`src/rtl/vector_load_buffer_pkg.sv`:
```
// Shared definitions for the vector load buffer: default sizes shared with
// multiplierCell, state encodings and the index-width helper.
package vector_load_buffer_pkg;

    localparam int VLB_DEFAULT_MATRIXSIZE = 5;
    localparam int VLB_DEFAULT_DATA_W     = 8;

    typedef enum logic [1:0] {
        VLB_LOAD_A  = 2'd0,
        VLB_LOAD_B  = 2'd1,
        VLB_PRESENT = 2'd2
    } vlb_state_t;

    // Width of an index covering 0..n-1, never narrower than one bit.
    function automatic int vlb_idx_width(input int n);
        return (n <= 2) ? 1 : $clog2(n);
    endfunction

endpackage

```
`src/rtl/vector_load_buffer_timeout_counter.sv`:
```
// Idle counter for vector_load_buffer: counts enabled cycles and raises a
// terminal pulse on the last one; clear or terminal returns it to zero.
module vlb_timeout_counter #(
    parameter int TIMEOUT_CYCLES = 1024
) (
    input  logic clk,
    input  logic rst,
    input  logic enable,
    input  logic clear,
    output logic terminal
);

    localparam int CNT_W = (TIMEOUT_CYCLES <= 2) ? 1 : $clog2(TIMEOUT_CYCLES);

    logic [CNT_W-1:0] count;

    assign terminal = enable & (count == CNT_W'(TIMEOUT_CYCLES - 1));

    always_ff @(posedge clk or posedge rst) begin
        if (rst) begin
            count <= '0;
        end else if (clear || terminal) begin
            count <= '0;
        end else if (enable) begin
            count <= count + 1'b1;
        end
    end

endmodule

```
`src/rtl/vector_load_buffer.sv`:
```
// Assembles serial elements into an A and a B vector and presents them as a
// pair until acknowledged. Optional partial-load abort under VLB_TIMEOUT_EN.
module vector_load_buffer
    import vector_load_buffer_pkg::*;
#(
    parameter int MATRIXSIZE     = VLB_DEFAULT_MATRIXSIZE,
    parameter int DATA_W         = VLB_DEFAULT_DATA_W,
    parameter int TIMEOUT_CYCLES = 1024
) (
    input  logic                         clk,
    input  logic                         rst,
    input  logic [DATA_W-1:0]            in_data,
    input  logic                         in_valid,
    output logic                         in_ready,
    output logic [MATRIXSIZE*DATA_W-1:0] a_flat,
    output logic [MATRIXSIZE*DATA_W-1:0] b_flat,
    output logic                         vec_valid,
    input  logic                         vec_ready,
    output logic                         busy,
    output logic                         timeout_flag
);

    localparam int IDX_W = vlb_idx_width(MATRIXSIZE);
    localparam logic [IDX_W-1:0] IDX_LAST = IDX_W'(MATRIXSIZE - 1);

    vlb_state_t       state;
    logic [IDX_W-1:0] idx;
    logic             xfer;
    logic             last_slot;
    logic             abort;

    // in_ready is gated by rst so the host sees no acceptance during reset.
    assign in_ready  = ~rst & (state != VLB_PRESENT);
    assign vec_valid = (state == VLB_PRESENT);
    assign busy      = (state == VLB_LOAD_B) | ((state == VLB_LOAD_A) & (idx != '0));
    assign xfer      = in_valid & in_ready;
    assign last_slot = (idx == IDX_LAST);

`ifdef VLB_TIMEOUT_EN
    logic idle_tick;

    assign idle_tick = busy & ~xfer;

    vlb_timeout_counter #(
        .TIMEOUT_CYCLES(TIMEOUT_CYCLES)
    ) u_timeout (
        .clk     (clk),
        .rst     (rst),
        .enable  (idle_tick),
        .clear   (~idle_tick),
        .terminal(abort)
    );

    always_ff @(posedge clk or posedge rst) begin
        if (rst) begin
            timeout_flag <= 1'b0;
        end else begin
            timeout_flag <= abort;
        end
    end
`else
    assign abort        = 1'b0;
    assign timeout_flag = 1'b0;
`endif

    // Slots are overwritten in place; stale data from earlier loads is only
    // visible while vec_valid is low, where it carries no meaning.
    always_ff @(posedge clk or posedge rst) begin
        if (rst) begin
            state  <= VLB_LOAD_A;
            idx    <= '0;
            a_flat <= '0;
            b_flat <= '0;
        end else if (abort) begin
            state <= VLB_LOAD_A;
            idx   <= '0;
        end else begin
            case (state)
                VLB_LOAD_A: begin
                    if (xfer) begin
                        a_flat[int'(idx)*DATA_W +: DATA_W] <= in_data;
                        if (last_slot) begin
                            idx   <= '0;
                            state <= VLB_LOAD_B;
                        end else begin
                            idx <= idx + 1'b1;
                        end
                    end
                end
                VLB_LOAD_B: begin
                    if (xfer) begin
                        b_flat[int'(idx)*DATA_W +: DATA_W] <= in_data;
                        if (last_slot) begin
                            idx   <= '0;
                            state <= VLB_PRESENT;
                        end else begin
                            idx <= idx + 1'b1;
                        end
                    end
                end
                VLB_PRESENT: begin
                    if (vec_ready) begin
                        idx   <= '0;
                        state <= VLB_LOAD_A;
                    end
                end
                default: begin
                    idx   <= '0;
                    state <= VLB_LOAD_A;
                end
            endcase
        end
    end

endmodule

```
`config.mk`:
```
export PLATFORM = sky130hd
export DESIGN_NAME = vector_load_buffer
export DESIGN_NICKNAME = d
export VERILOG_FILES = /design/src/rtl/vector_load_buffer_pkg.sv /design/src/rtl/vector_load_buffer_timeout_counter.sv /design/src/rtl/vector_load_buffer.sv
export SDC_FILE = /design/constraint.sdc
export NUM_CORES = 1
export LEC_CHECK = 0
export CAP_MARGIN = 40
export CORE_MARGIN = 2
export CORE_UTILIZATION = 49
export CTS_CLUSTER_SIZE = 40
export DETAILED_ROUTE_END_ITERATION = 10
export PLACE_DENSITY = 0.89
export SLEW_MARGIN = 20
export SYNTH_ARGS = -nofsm -noshare
export SYNTH_HDL_FRONTEND = slang
export SYNTH_HIERARCHICAL = 1
export SYNTH_SLANG_ARGS = --single-unit
export TNS_END_PERCENT = 100
```
`constraint.sdc`:
```
create_clock -name clk -period 3.4 [get_ports clk]
set_clock_uncertainty 0.05 [all_clocks]
set_input_delay 0.68 -clock clk [delete_from_list [all_inputs] [get_ports clk]]
set_output_delay 0.68 -clock clk [all_outputs]
set_load 0.01 [all_outputs]
```
Word level (Yosys, flattened, before mapping). Index checks and enable logic that the tools add are counted.

Logic and storage cells: 42. Bits in registers: 85.

Bitwise logic cells: 5. Eq/ne operators: 10. Shift operators: 2. Muxes and demuxes: 12. Reductions and logical operators: 7. $add $sub $neg: 2.

Operator list (count): bitwise mux 40 bit (2); variable shift 8 x 33 -> 40 bit (first input constant) (1); variable part select 8 x 33 -> 40 bit (1); negator 6 -> 33 bit (1); two-way mux 2 bit (5); != test 2 bit (second input constant) (5); two-way mux 3 bit (3); case mux 2 bit (3 select lines) (1); case mux 3 bit (2 select lines) (1); AND reduction 2 bit (3); AND reduction 5 bit (1); != test 2 x 1 -> 1 bit (second input constant) (2); adder 3 x 1 -> 3 bit (second input constant) (1); bitwise AND 1 bit (3); equality test 3 bit (second input constant) (1); nonzero test 3 bit (1); equality test 2 x 1 -> 1 bit (second input constant) (1); equality test 2 bit (second input constant) (1); logical NOT 2 bit (1); OR reduction 2 bit (1); NOT 1 bit (1); bitwise OR 1 bit (1).

Longest topological paths before layout.
Depth after elaboration: 5. Depth in mapped cells: 10. Depth with buffers taken out: 6.

Worst setup path after synthesis. OpenSTA, ideal clock, no wires.

Path kind: input-to-reg. Start point: in rst. End point: reg state[1]. Stages: 4. Setup time: 0.083 ns. Data required time: 3.267 ns. Arrival: 2.967 ns. Setup slack: 0.300 ns. Buffers on the path: 1. Path through: clkbuf_1 > inv_1 > nand4_1 > o21ai_0.

Cells in the longest elaborated chain, start to end: 5. Elaborated cells on any way between the ends: 6. Those cells by class: eq/ne: 2; bitwise: 3; reduce/logical: 1.

Ends and longest elaborated chain: from (decl) (RTL line vector_load_buffer.sv:11) `input logic rst,`; NOT 1 bit * (RTL line vector_load_buffer.sv:33) `assign in_ready = ~rst & (state != VLB_PRESENT);`; bitwise AND 1 bit * (RTL line vector_load_buffer.sv:33); bitwise AND 1 bit * (RTL line vector_load_buffer.sv:36) `assign xfer = in_valid & in_ready;`; != test 2 bit (no line); AND reduction 5 bit (no line) *; to (signal assigned) (RTL line vector_load_buffer.sv:70) `state <= VLB_LOAD_A;`; to (signal assigned) (RTL line vector_load_buffer.sv:75) `state <= VLB_LOAD_A;`; to (signal assigned) (RTL line vector_load_buffer.sv:84) `state <= VLB_LOAD_B;`; to (decl) (RTL line vector_load_buffer.sv:26) `vlb_state_t state;`.

Mark *: on every way between the ends. The rest lies on a longest branch, timed or not. A chain may end at the register's enable or synchronous reset.

Worst setup path after layout.
Start point: reg idx[0]. End point: out busy.

Cells in the longest elaborated chain, start to end: 3.

Ends and longest elaborated chain: from (decl) (RTL line vector_load_buffer.sv:27) `logic [IDX_W-1:0] idx;`; from (signal assigned) (RTL line vector_load_buffer.sv:86) `idx <= idx + 1'b1;`; from (signal assigned) (RTL line vector_load_buffer.sv:97) `idx <= idx + 1'b1;`; nonzero test 3 bit (RTL line vector_load_buffer.sv:35) `assign busy = (state == VLB_LOAD_B) | ((state == VLB_LOAD_A) & (idx != '0));`; bitwise AND 1 bit (RTL line vector_load_buffer.sv:35); bitwise OR 1 bit (RTL line vector_load_buffer.sv:35); to (decl) (RTL line vector_load_buffer.sv:19) `output logic busy,`.

No other way between the ends.

==> flow_summary_export.csv <==
group,metric,value,unit
hold_path,hp-start,"b_flat[25]",
setup_path,cp-end-kind,"output pin",
setup_path,crit_slowest_cell,"dfrtp_1",
logic_synthesis,synth-main-ff-cell,"dfrtp_1",
global_route,gr-total-overflow,0,
global_route,antenna_found_initial,0,
floorplanning,die_w,92.43,um
hold_path,min_path_cells,1,
drt,drt_iter0_drc,122,
drt,wl_met3,386,um
setup_path,start_kind,"register",
power,power_frac_comb,42.4,%
power,switching_power,1.308,mW
setup_path,path_cells,"inv_1 -> ha_1 -> ha_1 -> a21oi_1 -> clkdlybuf4s50_1",
sta,fin_setup_tns,0,ns
logic_synthesis,ys_seq_area_share,55.52,%
logic_synthesis,ys_seq_elements,85,
setup_path,critPathMaxFanout,11,
logic_synthesis,synth_edf_count,0,
floorplanning,dieArea,8542,um2
clock_tree,clock_path_buffers,2,
clock_tree,cts-resized-gates,0,
global_route,grt_pass1_wl,14.43,mm
drt,route.top_layer_used,"met4",
clock_tree,post_cts.repair.setup_buffers,0,
global_route,grt_usage,22.12,%
logic_synthesis,synth_area_per_cell,14.19,um2
power,swShare,35.86,%
drt,wl_met1,3.842,mm
floorplanning,initial_core_util,50.10,%
cells_and_area,multi_input_area,1575,um2
sta,slew_violations,0,
logic_synthesis,synth_top_cell_area_share,55.52,%
cells_and_area,n_fill_cell,580,
drt,wire_per_inst,18.71,um
setup_path,path_buf_inv,2,
logic_synthesis,synth_area,3831,um2
setup_path,cp_top_family,"buffers and inverters",
setup_path,ff2ff_setup_slack,0.66,ns
drt,vias_per_cell,5.304,
clock_tree,path_clk_slew,0.08,ns
setup_path,crit_top_cell,"ha_1",
sta,fin_crit,3.166,ns
clock_tree,clock_sinks,85,
power,power,3.649,mW
hold_path,min_to,"b_flat[25]",
placed_design,dp_hpwl,6.290,mm
setup_path,r2r_end,"a_flat[27]",
sta,hold_viol_final,0,
logic_synthesis,yosysWarningCount,6,
global_route,grt_max_degree,86,
floorplanning,dieHeight,92.43,um
cells_and_area,drive_gt1_share,32.61,%
placed_design,portBuffers,94,
logic_synthesis,synthCells,270,
sta,worstMarginPinSlew,0.6930,ns
job,max-cap-violations,0,
power,power_density,722.2,nW/um2
logic_synthesis,async_reset_ff_share,100.0,%
setup_path,arrival,2.44,ns
logic_synthesis,synth_cell_types,40,
cells_and_area,regArea,2127,um2
sta,post-route-period-util,93.12,%
power,power.share.clock,18.4,%
drt,met2_wirelength,4.451,mm
setup_path,slowest_delay,0.65,ns
cells_and_area,nets,384,
clock_tree,cts_root_buf,"clkbuf_8",
logic_synthesis,synth.area.top_cells,"dfrtp_1 56%, mux2_2 23%, nand4_4 2.8%",
drt,num_vias,2509,
power,p_leak,2.366,nW
drt,firstDrtPassIters,4,
floorplanning,rows,32,
clock_tree,cts_tree,"done",
sta,rsz0062_at_grt,"false",
floorplanning,core,7647,um2
drt,drc,0,
clock_tree,cts_hold_buf,0,
sta,fmaxAchievable,315.9,MHz
power,p_int,2.340,mW
cells_and_area,n_antenna_cell,0,
floorplanning,pin_count,96,
status,status,"finished clean",
drt,ant_nets,0,
setup_path,reg2reg_from,"idx[0]",
clock_tree,cts_inserted_buffers,9,
clock_tree,htreeDepth,3,
hold_path,hold_class,"reg2reg",
power,power_frac_seq,39.2,%
setup_path,crit_required,2.67,ns
logic_synthesis,synth.largest_area_cell,"dfrtp_1",
logic_synthesis,synthesis.nets,287,
power,ir_drop,0.0003588,V
placed_design,gp_congestion,0.8331,
cells_and_area,syn_to_final_growth,31.87,%
global_route,grt_pass1_vias,2750,
setup_path,crit_type,"reg2out",
sta,setup_viol,0,
setup_path,reg2regPathDepth,6,
drt,routed_wl,8.850,mm
clock_tree,clk_latency,0.35,ns
sta,slew-limit-headroom,53.80,%
## power by group through the flow
stage / clock, mW / sequential, mW / combinational (mW)
after global routing: 0.735 / 1.46 / 1.67
final: 0.673 / 1.43 / 1.55
after detailed placement: 0 / 1.45 / 1.55
after global placement: 0 / 1.43 / 1.50
after CTS: 0.695 / 1.43 / 1.56
after floorplan: 0 / 1.50 / 0.831
## cell type report
class | instances | share of cell area [%]
Timing Repair Buffer | 98 | 19.47
Clock inverter | 4 | 0.9906
Tap cell | 102 | 2.526
Inverter | 15 | 1.139
Sequential cell | 85 | 42.10
Clock buffer | 11 | 2.600
Multi-Input combinational cell | 158 | 31.18
## synthesized netlist by cell type, drive strengths merged (2+ instances only)
| library cell | count |
|---|---|
| nand4 | 8 |
| nand2 | 3 |
| nand3b | 2 |
| inv | 15 |
| o21ai | 2 |
| mux2 | 81 |
| nor2b | 2 |
| nor3 | 31 |
| ha | 5 |
| clkbuf | 3 |
| nor2 | 6 |
| dfrtp | 85 |
| buf | 9 |
## layer usage
metal	vias up	global-route usage, %
met1	1276	28.49
met4	0	8.209
met2	71	36.92
li1	1149	-
met5	-	0
met3	13	4.719
## registers in the layout, summed over array words and instances, names as in the netlist
signal,cells
idx,3
b_flat,40
a_flat,40
state,2
## metrics by stage
stage,instance area [um2],setup WS [ns],util (%),std cells,hold WS [ns]
after floorplan,3831,0.2241,-,270,0.4844
after global placement,4871,0.6816,63.69,458,0.4278
after detailed placement,4871,0.6511,63.69,458,0.4444
after CTS,5052,0.2579,66.07,473,0.4603
after global routing,5052,0.1468,66.07,473,0.4798
final,5052,0.2340,66.07,473,0.4545
## layout by cell type, fill, tap and decap left out, drive strengths merged, types with 2 or more instances in the layout
master / instances
nand3b: 2
dfrtp: 85
nor2b: 2
inv: 14
clkbuf: 11
nand2: 3
ha: 5
mux2: 81
nor3: 31
clkinvlp: 2
o21ai: 2
clkinv: 2
clkdlybuf4s50: 94
nor2: 6
buf: 4
nand4: 8
## cell families after synthesis
| family | Yosys count | share of synthesized area (%) |
|---|---|---|
| flip-flops | 85 | 55.52 |
| multiplexers | 82 | 24.07 |
| AND/OR/NAND/NOR | 62 | 13.85 |
| buffers and inverters | 27 | 3.363 |
| AO/OA/AOI/OAI | 7 | 1.241 |
| adder cells (fa/ha/maj) | 5 | 1.633 |
| other | 1 | 0.09788 |
| XOR/XNOR | 1 | 0.2287 |
## worst max-delay path by stage
stage	slack, ns	depth (start not counted)	start	end
floorplan	0.22	2	rst	a_flat[0]
global placement	0.68	3	rst	in_ready
detailed placement	0.65	5	idx[0]	busy
CTS	0.26	5	idx[0]	busy
global route	0.15	5	idx[0]	busy
finish	0.23	5	idx[0]	busy
(Power assumes the default switching activity.)
